[config.mk]
export PLATFORM = sky130hd
export DESIGN_NAME = control_sequencer_flat
export DESIGN_NICKNAME = d
export VERILOG_FILES = /design/src/rtl/control_sequencer_if.sv /design/src/rtl/control_sequencer.sv /design/src/flat_wrapper.sv
export SDC_FILE = /design/constraint.sdc
export NUM_CORES = 1
export LEC_CHECK = 0
export CAP_MARGIN = 20
export CORE_MARGIN = 4
export CORE_UTILIZATION = 47
export DETAILED_ROUTE_END_ITERATION = 8
export DONT_BUFFER_PORTS = 1
export SYNTH_ARGS = -nofsm -noshare
export SYNTH_HDL_FRONTEND = slang
export SYNTH_SLANG_ARGS = --single-unit
[constraint.sdc]
create_clock -name clk -period 1.7 [get_ports clk]
set_input_delay 0.255 -clock clk [delete_from_list [all_inputs] [get_ports clk]]
set_output_delay 0.255 -clock clk [all_outputs]
set_load 0.02 [all_outputs]
[src/rtl/control_sequencer_if.sv]
// Strobe bundle between the control sequencer (master) and the datapath (slave).
// The opcode flows from the datapath's IR to the sequencer; every strobe flows back.
interface control_sequencer_if #(
    parameter int OPCODE_W = 5
);
    logic [OPCODE_W-1:0] opcode;

    logic pc_out, zlo_out, mdr_out, hi_out, lo_out, inport_out, ba_out, r_out;
    logic c_sign_extended_out;
    logic mar_enable, pc_enable, pc_increment, mdr_enable, ir_enable;
    logic y_enable, z_enable, outport_enable;
    logic r_in, gra, grb, grc;
    logic read, ram_write;
    logic run, illegal;

    // There is no handshake: every strobe is a level, valid for exactly the
    // clock cycle in which it is high, and the datapath acts on it at that edge.
    modport master (
        input  opcode,
        output pc_out, zlo_out, mdr_out, hi_out, lo_out, inport_out, ba_out, r_out,
               c_sign_extended_out, mar_enable, pc_enable, pc_increment, mdr_enable,
               ir_enable, y_enable, z_enable, outport_enable, r_in, gra, grb, grc,
               read, ram_write, run, illegal
    );

    modport slave (
        output opcode,
        input  pc_out, zlo_out, mdr_out, hi_out, lo_out, inport_out, ba_out, r_out,
               c_sign_extended_out, mar_enable, pc_enable, pc_increment, mdr_enable,
               ir_enable, y_enable, z_enable, outport_enable, r_in, gra, grb, grc,
               read, ram_write, run, illegal
    );
endinterface

[src/rtl/control_sequencer.sv]
// Hardwired Moore T-state sequencer driving the datapath strobes for fetch/execute.
// Optional ILLEGAL_TRAP_EN: unknown opcodes halt and raise a sticky illegal flag.
module control_sequencer #(
    parameter int OPCODE_W = 5,
    parameter int MEM_WAIT = 0
) (
    input  logic                clk,
    input  logic                clr,
    control_sequencer_if.master bus,
    output logic [3:0]          state_dbg
);

    localparam logic [3:0] ST_RST  = 4'd0;
    localparam logic [3:0] ST_T0   = 4'd1;
    localparam logic [3:0] ST_T1   = 4'd2;
    localparam logic [3:0] ST_T2   = 4'd3;
    localparam logic [3:0] ST_T3   = 4'd4;
    localparam logic [3:0] ST_T4   = 4'd5;
    localparam logic [3:0] ST_T5   = 4'd6;
    localparam logic [3:0] ST_T6   = 4'd7;
    localparam logic [3:0] ST_T7   = 4'd8;
    localparam logic [3:0] ST_HALT = 4'd9;

    localparam logic [OPCODE_W-1:0] OP_LD   = OPCODE_W'(5'b00000);
    localparam logic [OPCODE_W-1:0] OP_LDI  = OPCODE_W'(5'b00001);
    localparam logic [OPCODE_W-1:0] OP_ST   = OPCODE_W'(5'b00010);
    localparam logic [OPCODE_W-1:0] OP_ADD  = OPCODE_W'(5'b00011);
    localparam logic [OPCODE_W-1:0] OP_SUB  = OPCODE_W'(5'b00100);
    localparam logic [OPCODE_W-1:0] OP_AND  = OPCODE_W'(5'b00101);
    localparam logic [OPCODE_W-1:0] OP_OR   = OPCODE_W'(5'b00110);
    localparam logic [OPCODE_W-1:0] OP_ADDI = OPCODE_W'(5'b01100);
    localparam logic [OPCODE_W-1:0] OP_ANDI = OPCODE_W'(5'b01101);
    localparam logic [OPCODE_W-1:0] OP_ORI  = OPCODE_W'(5'b01110);
    localparam logic [OPCODE_W-1:0] OP_IN   = OPCODE_W'(5'b10110);
    localparam logic [OPCODE_W-1:0] OP_OUT  = OPCODE_W'(5'b10111);
    localparam logic [OPCODE_W-1:0] OP_MFHI = OPCODE_W'(5'b11000);
    localparam logic [OPCODE_W-1:0] OP_MFLO = OPCODE_W'(5'b11001);
    localparam logic [OPCODE_W-1:0] OP_NOP  = OPCODE_W'(5'b11010);
    localparam logic [OPCODE_W-1:0] OP_HALT = OPCODE_W'(5'b11011);

    localparam logic [2:0] WAIT_INIT = 3'(MEM_WAIT);

    logic [3:0] state_q, state_d;
    logic [2:0] wait_q, wait_d;
    logic       illegal_d;

    logic is_ld, is_ldi, is_st, is_imm, is_alu, is_short, is_nop, is_halt, is_known;
    logic is_mem_addr;

    assign is_ld       = (bus.opcode == OP_LD);
    assign is_ldi      = (bus.opcode == OP_LDI);
    assign is_st       = (bus.opcode == OP_ST);
    assign is_imm      = is_ldi || (bus.opcode == OP_ADDI) || (bus.opcode == OP_ANDI) ||
                         (bus.opcode == OP_ORI);
    assign is_alu      = (bus.opcode == OP_ADD) || (bus.opcode == OP_SUB) ||
                         (bus.opcode == OP_AND) || (bus.opcode == OP_OR);
    assign is_short    = (bus.opcode == OP_MFHI) || (bus.opcode == OP_MFLO) ||
                         (bus.opcode == OP_IN) || (bus.opcode == OP_OUT);
    assign is_nop      = (bus.opcode == OP_NOP);
    assign is_halt     = (bus.opcode == OP_HALT);
    assign is_known    = is_ld || is_st || is_imm || is_alu || is_short || is_nop || is_halt;
    // ld/st/ldi form base+offset addresses; ba_out reads R0 as zero.
    assign is_mem_addr = is_ld || is_st || is_ldi;

    always_comb begin
        state_d   = state_q;
        wait_d    = wait_q;
        illegal_d = 1'b0;
        case (state_q)
            ST_RST: state_d = ST_T0;
            ST_T0: begin
                state_d = ST_T1;
                wait_d  = WAIT_INIT;
            end
            ST_T1: begin
                if (wait_q == 3'd0) state_d = ST_T2;
                else                wait_d  = wait_q - 3'd1;
            end
            ST_T2: begin
`ifdef ILLEGAL_TRAP_EN
                if (is_halt)     state_d = ST_HALT;
                else if (is_nop) state_d = ST_T0;
                else             state_d = ST_T3;
`else
                if (is_halt)                   state_d = ST_HALT;
                else if (is_nop || !is_known)  state_d = ST_T0;
                else                           state_d = ST_T3;
`endif
            end
            ST_T3: begin
                if (is_imm || is_alu || is_ld || is_st) state_d = ST_T4;
                else if (is_short)                      state_d = ST_T0;
                else begin
                    state_d   = ST_HALT;
                    illegal_d = 1'b1;
                end
            end
            ST_T4: state_d = ST_T5;
            ST_T5: begin
                if (is_ld || is_st) state_d = ST_T6;
                else                state_d = ST_T0;
                wait_d = WAIT_INIT;
            end
            ST_T6: begin
                if (is_st) begin
                    state_d = ST_T7;
                    wait_d  = WAIT_INIT;
                end else if (wait_q == 3'd0) begin
                    state_d = ST_T7;
                end else begin
                    wait_d = wait_q - 3'd1;
                end
            end
            ST_T7: begin
                if (!is_st || wait_q == 3'd0) state_d = ST_T0;
                else                          wait_d  = wait_q - 3'd1;
            end
            ST_HALT: state_d = ST_HALT;
            default: state_d = ST_RST;
        endcase
    end

    always_ff @(posedge clk) begin
        if (!clr) begin
            state_q <= ST_RST;
            wait_q  <= 3'd0;
        end else begin
            state_q <= state_d;
            wait_q  <= wait_d;
        end
    end

`ifdef ILLEGAL_TRAP_EN
    logic illegal_q;
    always_ff @(posedge clk) begin
        if (!clr) illegal_q <= 1'b0;
        else      illegal_q <= illegal_q | illegal_d;
    end
    assign bus.illegal = illegal_q;
`else
    logic unused_illegal;
    assign unused_illegal = illegal_d;
    assign bus.illegal    = 1'b0;
`endif

    assign state_dbg = state_q;
    assign bus.run   = (state_q != ST_RST) && (state_q != ST_HALT);

    always_comb begin
        bus.pc_out = 1'b0;  bus.zlo_out = 1'b0;  bus.mdr_out = 1'b0;  bus.hi_out = 1'b0;
        bus.lo_out = 1'b0;  bus.inport_out = 1'b0;  bus.ba_out = 1'b0;  bus.r_out = 1'b0;
        bus.c_sign_extended_out = 1'b0;
        bus.mar_enable = 1'b0;  bus.pc_enable = 1'b0;  bus.pc_increment = 1'b0;
        bus.mdr_enable = 1'b0;  bus.ir_enable = 1'b0;  bus.y_enable = 1'b0;
        bus.z_enable = 1'b0;  bus.outport_enable = 1'b0;
        bus.r_in = 1'b0;  bus.gra = 1'b0;  bus.grb = 1'b0;  bus.grc = 1'b0;
        bus.read = 1'b0;  bus.ram_write = 1'b0;
        case (state_q)
            ST_T0: begin
                bus.pc_out = 1'b1;  bus.mar_enable = 1'b1;
                bus.pc_increment = 1'b1;  bus.z_enable = 1'b1;
            end
            ST_T1: begin
                bus.zlo_out = 1'b1;  bus.read = 1'b1;  bus.mdr_enable = 1'b1;
                // Load PC only on the last wait cycle so one fetch moves PC once.
                bus.pc_enable = (wait_q == 3'd0);
            end
            ST_T2: begin
                bus.mdr_out = 1'b1;  bus.ir_enable = 1'b1;
            end
            ST_T3: begin
                if (is_imm || is_alu || is_ld || is_st) begin
                    bus.grb      = 1'b1;
                    bus.y_enable = 1'b1;
                    bus.ba_out   = is_mem_addr;
                    bus.r_out    = !is_mem_addr;
                end else if (bus.opcode == OP_MFHI) begin
                    bus.hi_out = 1'b1;  bus.gra = 1'b1;  bus.r_in = 1'b1;
                end else if (bus.opcode == OP_MFLO) begin
                    bus.lo_out = 1'b1;  bus.gra = 1'b1;  bus.r_in = 1'b1;
                end else if (bus.opcode == OP_IN) begin
                    bus.inport_out = 1'b1;  bus.gra = 1'b1;  bus.r_in = 1'b1;
                end else if (bus.opcode == OP_OUT) begin
                    bus.gra = 1'b1;  bus.r_out = 1'b1;  bus.outport_enable = 1'b1;
                end
            end
            ST_T4: begin
                bus.z_enable = 1'b1;
                if (is_alu) begin
                    bus.grc = 1'b1;  bus.r_out = 1'b1;
                end else begin
                    bus.c_sign_extended_out = 1'b1;
                end
            end
            ST_T5: begin
                bus.zlo_out = 1'b1;
                if (is_ld || is_st) bus.mar_enable = 1'b1;
                else begin
                    bus.gra = 1'b1;  bus.r_in = 1'b1;
                end
            end
            ST_T6: begin
                bus.mdr_enable = 1'b1;
                if (is_st) begin
                    bus.gra = 1'b1;  bus.r_out = 1'b1;
                end else begin
                    bus.read = 1'b1;
                end
            end
            ST_T7: begin
                if (is_st) bus.ram_write = 1'b1;
                else begin
                    bus.mdr_out = 1'b1;  bus.gra = 1'b1;  bus.r_in = 1'b1;
                end
            end
            default: ;
        endcase
    end

endmodule

[src/flat_wrapper.sv]
// flat-port wrapper written by rule: the top's interface ports become plain ports
module control_sequencer_flat 
#(
    parameter int OPCODE_W = 5,
    parameter int MEM_WAIT = 0
)
  (clk, clr, state_dbg, bus_opcode, bus_pc_out, bus_zlo_out, bus_mdr_out, bus_hi_out, bus_lo_out, bus_inport_out, bus_ba_out, bus_r_out, bus_c_sign_extended_out, bus_mar_enable, bus_pc_enable, bus_pc_increment, bus_mdr_enable, bus_ir_enable, bus_y_enable, bus_z_enable, bus_outport_enable, bus_r_in, bus_gra, bus_grb, bus_grc, bus_read, bus_ram_write, bus_run, bus_illegal);
  control_sequencer_if #(.OPCODE_W(OPCODE_W)) bus_i ();
  input  logic clk;
  input  logic clr;
  output logic [3:0] state_dbg;
  input wire logic [$bits(bus_i.opcode)-1:0] bus_opcode;
  output wire logic [$bits(bus_i.pc_out)-1:0] bus_pc_out;
  output wire logic [$bits(bus_i.zlo_out)-1:0] bus_zlo_out;
  output wire logic [$bits(bus_i.mdr_out)-1:0] bus_mdr_out;
  output wire logic [$bits(bus_i.hi_out)-1:0] bus_hi_out;
  output wire logic [$bits(bus_i.lo_out)-1:0] bus_lo_out;
  output wire logic [$bits(bus_i.inport_out)-1:0] bus_inport_out;
  output wire logic [$bits(bus_i.ba_out)-1:0] bus_ba_out;
  output wire logic [$bits(bus_i.r_out)-1:0] bus_r_out;
  output wire logic [$bits(bus_i.c_sign_extended_out)-1:0] bus_c_sign_extended_out;
  output wire logic [$bits(bus_i.mar_enable)-1:0] bus_mar_enable;
  output wire logic [$bits(bus_i.pc_enable)-1:0] bus_pc_enable;
  output wire logic [$bits(bus_i.pc_increment)-1:0] bus_pc_increment;
  output wire logic [$bits(bus_i.mdr_enable)-1:0] bus_mdr_enable;
  output wire logic [$bits(bus_i.ir_enable)-1:0] bus_ir_enable;
  output wire logic [$bits(bus_i.y_enable)-1:0] bus_y_enable;
  output wire logic [$bits(bus_i.z_enable)-1:0] bus_z_enable;
  output wire logic [$bits(bus_i.outport_enable)-1:0] bus_outport_enable;
  output wire logic [$bits(bus_i.r_in)-1:0] bus_r_in;
  output wire logic [$bits(bus_i.gra)-1:0] bus_gra;
  output wire logic [$bits(bus_i.grb)-1:0] bus_grb;
  output wire logic [$bits(bus_i.grc)-1:0] bus_grc;
  output wire logic [$bits(bus_i.read)-1:0] bus_read;
  output wire logic [$bits(bus_i.ram_write)-1:0] bus_ram_write;
  output wire logic [$bits(bus_i.run)-1:0] bus_run;
  output wire logic [$bits(bus_i.illegal)-1:0] bus_illegal;
  assign bus_i.opcode = bus_opcode;
  assign bus_pc_out = bus_i.pc_out;
  assign bus_zlo_out = bus_i.zlo_out;
  assign bus_mdr_out = bus_i.mdr_out;
  assign bus_hi_out = bus_i.hi_out;
  assign bus_lo_out = bus_i.lo_out;
  assign bus_inport_out = bus_i.inport_out;
  assign bus_ba_out = bus_i.ba_out;
  assign bus_r_out = bus_i.r_out;
  assign bus_c_sign_extended_out = bus_i.c_sign_extended_out;
  assign bus_mar_enable = bus_i.mar_enable;
  assign bus_pc_enable = bus_i.pc_enable;
  assign bus_pc_increment = bus_i.pc_increment;
  assign bus_mdr_enable = bus_i.mdr_enable;
  assign bus_ir_enable = bus_i.ir_enable;
  assign bus_y_enable = bus_i.y_enable;
  assign bus_z_enable = bus_i.z_enable;
  assign bus_outport_enable = bus_i.outport_enable;
  assign bus_r_in = bus_i.r_in;
  assign bus_gra = bus_i.gra;
  assign bus_grb = bus_i.grb;
  assign bus_grc = bus_i.grc;
  assign bus_read = bus_i.read;
  assign bus_ram_write = bus_i.ram_write;
  assign bus_run = bus_i.run;
  assign bus_illegal = bus_i.illegal;
  control_sequencer #(.OPCODE_W(OPCODE_W), .MEM_WAIT(MEM_WAIT)) u_core (.clk(clk), .clr(clr), .bus(bus_i), .state_dbg(state_dbg));
endmodule
== Word-level counts from Yosys, hierarchy flattened ==
Cells that the tools add are included.
Word-level totals
  input port bits: 7
  register bits: 7
  logic and storage cells: 133
  output and inout port bits: 29
Operators by class
  reduce and logical (&&, ||, !) cells: 36
  equal/unequal tests: 29
  add/subtract/negate cells: 1
  multiplexer cells: 65
Operator list (number)
  $mux 1: 45
  $pmux 4 s10: 1
  $eq 5x5->1 const B: 6
  $mux 4: 7
  $logic_or 1x1->1: 21
  $eq 4x3->1 const B: 4
  $eq 5x3->1 const B: 3
  $eq 5x4->1 const B: 3
  $mux 3: 5
  $pmux 3 s4: 1
  $eq 5x2->1 const B: 2
  $eq 4x2->1 const B: 2
  $eq 4x4->1 const B: 2
  $reduce_bool 4->1: 2
  $reduce_or 2->1: 4
  $pmux 1 s2: 3
  $pmux 1 s3: 2
  $eq 5x1->1 const B: 1
  $logic_not 5->1: 1
  $eq 4x1->1 const B: 1
  $logic_not 4->1: 1
  $ne 2x1->1 const B: 2
  $ne 4x4->1 const B: 1
  $pmux 1 s4: 1
  other kinds (8): 10

== Logic depth before layout (Yosys ltp) ==
  word-level depth: 14
  depth in mapped cells: 7
  gate-level depth less buffers: 7

== Least setup slack after synthesis ==
No wires, ideal clock.
  path type: flip-flop to output port
  start: reg u_core.state_q[2], in the netlist u_core.state_dbg[2]
  end: out bus_y_enable
  path slack: -0.637 ns
  path buffers: 2
  required time: 1.445 ns
  arrival: 2.082 ns
  cell stages (with the launch flop): 5
  path through: dfxtp_1 > clkbuf_2 > or4b_1 > a2111oi_2 > buf_4
On the way
  cells in the longest elaborated chain, start to end: 2
Ends and longest elaborated chain
  start: declaration: line control_sequencer.sv:43  | logic [3:0] state_q, state_d;
  start signal: assignment: line control_sequencer.sv:128  | state_q <= state_d;
  $eq 4x3->1
  $mux 1
  end: declaration: line flat_wrapper.sv:27  | output wire logic [$bits(bus_i.y_enable)-1:0] bus_y_enable;
Every way passes these cells.

== Final worst setup path ==
  start: reg u_core.state_q[0], in the netlist u_core.state_dbg[0]
  end: out bus_grb
On the way
  cells in the longest elaborated chain, start to end: 2
Ends and longest elaborated chain
  $eq 4x3->1: line control_sequencer.sv:158  | case (state_q)
  $mux 1: line control_sequencer.sv:158
  end: declaration: line flat_wrapper.sv:32  | output wire logic [$bits(bus_i.grb)-1:0] bus_grb;
Every way passes these cells.

==> results.ini <==
[clocking]
clockRootBuffer=clkbuf_4
cts_num_sinks=7
clock_latency_ns=0.26
cts_buffers=3
postCtsHoldBufs=0
cts-htree-levels=1
clockBufferDepth=2
tritoncts=yes
clk_pin_slew_worst_paths_ns=0.05

[finish]
register_area_um2=155
diodes=0
postLayoutCellArea_mm2=0.00164
fin_nets=196
drive_above_1_share=0.516
multiInputGateArea_um2=983
syn_to_final_growth_pct=66.2
fillers=113
fin_util=0.829
fin_cells=213

[synth]
synth.distinct_cells=49
synth_edf_count=0
synth_seq_cells=7
synth_warnings=0
synth_cells=145
synthArstFlopShare=0
synthFlopType=dfxtp_1
seq_area_frac_synth=0.142
syn_area_per_cell_um2=6.82
synth_nets=154
mappedNetlistArea_um2=988

[global_route]
grt_max_degree=13
grt_usage=0.238
antenna_found_initial=0
grt_pass1_wl_um=5150
grt-ovfl-total=0
grt_pass1_vias=1168

[status]
status=finished, violations left
violations=setup timing

[min_path]
worstHoldPathType=input pin to flip-flop
hp-start=clr
min_delay_path_depth=1
min_to=u_core.state_dbg[0]

[drt]
first_iter_violations=27
drtPass1Iterations=4
wl_um=3650
wl_per_cell_um=17.1
vias=1249
vias_per_cell=5.86
ant_nets=0
drc=0

[setup_path]
cp_num_buf_inv=1
crit_type=flip-flop to primary output
worstReg2RegStart=u_core.state_dbg[1]
cp.arrival_ns=1.64
max_stage_delay_ns=0.57
critPathTopFamily=simple AND/OR/NAND/NOR gates
r2r_slack_ns=0.04
critPathSlowestCell=or4b_4
reg2reg_to=u_core.state_dbg[0]
start_kind=flip-flop
crit_fanout=7
cp.required_ns=1.44
crit_path_end_kind=primary output
worstRegToRegCells=7
path_cells=or4b_4 -> a2111oi_4 -> buf_6

[place]
post-place-cells=190
io_buffers=0
postPlaceCellArea_mm2=0.00128
post-dp-hpwl_um=2380
pre_cts_ws_ns=-0.0569
gp_congestion=0.835

[floorplan]
start_util=0.499
rows=16
core_mm2=0.00198
die_w_um=53.9
die-area_mm2=0.00290
die_height_um=53.9
ios=36

[power]
pwr_density_cell_mw_per_mm2=828
p_leak_nw=0.639
peakVddDrop_mv=0.500

[flow_run]
max_cap_violations=0

[timing]
final-hold-violation-count=0
finalSetupViolations=13
setup_tns_ns=-1.12
min_period_ns=1.90
final_max_slew_viol_count=0
grt_setup_unrepaired=yes
finalWorstSetupSlack_ns=-0.200
fmax_mhz=526
period_share=1.12
finClkSkew_ns=0.00147

cells in the mapped netlist (2+ instances only):
cell type  number  area (µm²)
nor2b_1         4        25.0
dfxtp_1         7         140
nand2b_1       11        68.8
xnor2_1         2        17.5
a31oi_1         2        12.5
clkbuf_1        8        30.0
nand3_1         2        10.0
inv_1           5        18.8
or3_1           2        12.5
nand2_1        14        52.6
o21a_1          2        15.0
buf_4           3        22.5
nor4_1          2        12.5
a311oi_1        2        17.5
o22ai_1         4        25.0
ha_1            2        25.0
o21ai_0         7        35.0
buf_2           2        10.0
a21oi_1        11        55.1
o211ai_1        2        15.0
nor2_1         15        56.3
nor3_1          7        35.0
nor4b_1         3        26.3
per-stage QoR:
step | total power, mW | hold slack, ns
final | 1.36 | 0.119
after global placement | 0.951 | 0.374
after detailed placement | 0.962 | 0.379
after CTS | 1.20 | 0.106
after global routing | 1.44 | 0.112
after floorplan | 0.782 | 0.373
kinds of logic after synthesis:
kind of cell    after synthesis  synth area share
xor+xnor                      3            0.0266
flops                         7             0.142
other cells                   1           0.00379
buf+inv                      20            0.0987
fa+ha+maj                     2            0.0253
mux                           1            0.0101
simple gates                 70             0.400
compound gates               41             0.294
final cells by class:
class	instances	share of cell area
clock buffer	4	0.0160
tap	27	0.0206
timing repair buffer	52	0.259
multi-input combinational	118	0.599
inverter	5	0.0114
sequential	7	0.0944
state kept, by name, summed over array words and instances (netlist names):
| register | flops |
|---|---|
| u_core.wait_q | 3 |
| u_core.state_dbg | 4 |
report_power, final:
| part | internal (mW) | switching (mW) |
|---|---|---|
| logic | 0.411 | 0.534 |
| registers | 0.200 | 0.0594 |
| clock network | 0.0899 | 0.0660 |
| total | 0.701 | 0.660 |
how the worst max path moves through the flow:
| stage | startpoint | cells past startpoint | slack, ns | end |
|---|---|---|---|---|
| floorplan | u_core.state_dbg[2] | 4 | -0.16 | bus_y_enable |
| global placement | u_core.state_dbg[0] | 3 | -0.02 | bus_grb |
| detailed placement | bus_opcode[2] | 5 | -0.06 | u_core.state_dbg[0] |
| CTS | u_core.state_dbg[0] | 3 | -0.19 | bus_grb |
| global route | u_core.state_dbg[0] | 3 | -0.25 | bus_y_enable |
| finish | u_core.state_dbg[0] | 3 | -0.20 | bus_grb |
placed cells by master, fill, tap and decap left out, drive strengths merged, types with 2 or more instances in the layout:
cell / synthesis / final
xnor2: 2 / 2
nor3: 7 / 7
clkbuf: 9 / 5
or3: 2 / 2
nor4b: 3 / 3
o21ai: 7 / 7
inv: 5 / 5
a311oi: 2 / 2
nor2: 16 / 16
a2111oi: 2 / 2
nor2b: 4 / 4
buf: 6 / 51
ha: 2 / 2
a31oi: 2 / 2
o22ai: 4 / 4
nand2b: 11 / 11
nand3: 2 / 2
o21a: 2 / 2
o211ai: 2 / 2
nand2: 14 / 14
dfxtp: 7 / 7
a21oi: 11 / 11
nor4: 4 / 4
what timing repair did:
item,4_1_cts,5_1_grt
endpoints found under the setup margin,19,24
gates resized for setup,15,30
pin swaps,5,16
hold endpoints to repair,0,0
buffers inserted,10,10
worst reg2reg max path: stages (launching register included):
cell,delay (ns)
dfxtp_4,0.38
buf_4,0.15
nand2b_1,0.18
nor4_4,0.27
buf_4,0.17
o31ai_4,0.07
a21boi_1,0.16
o21a_1,0.17
routing by layer:
layer / global-route usage / share of wire
met3: 0.0693 / 0.069
met4: 0.0638 / 0.026
met2: 0.427 / 0.52
met1: 0.269 / 0.38
met5: 0 / 0
Note: power is estimated with default switching activity, not from simulation.
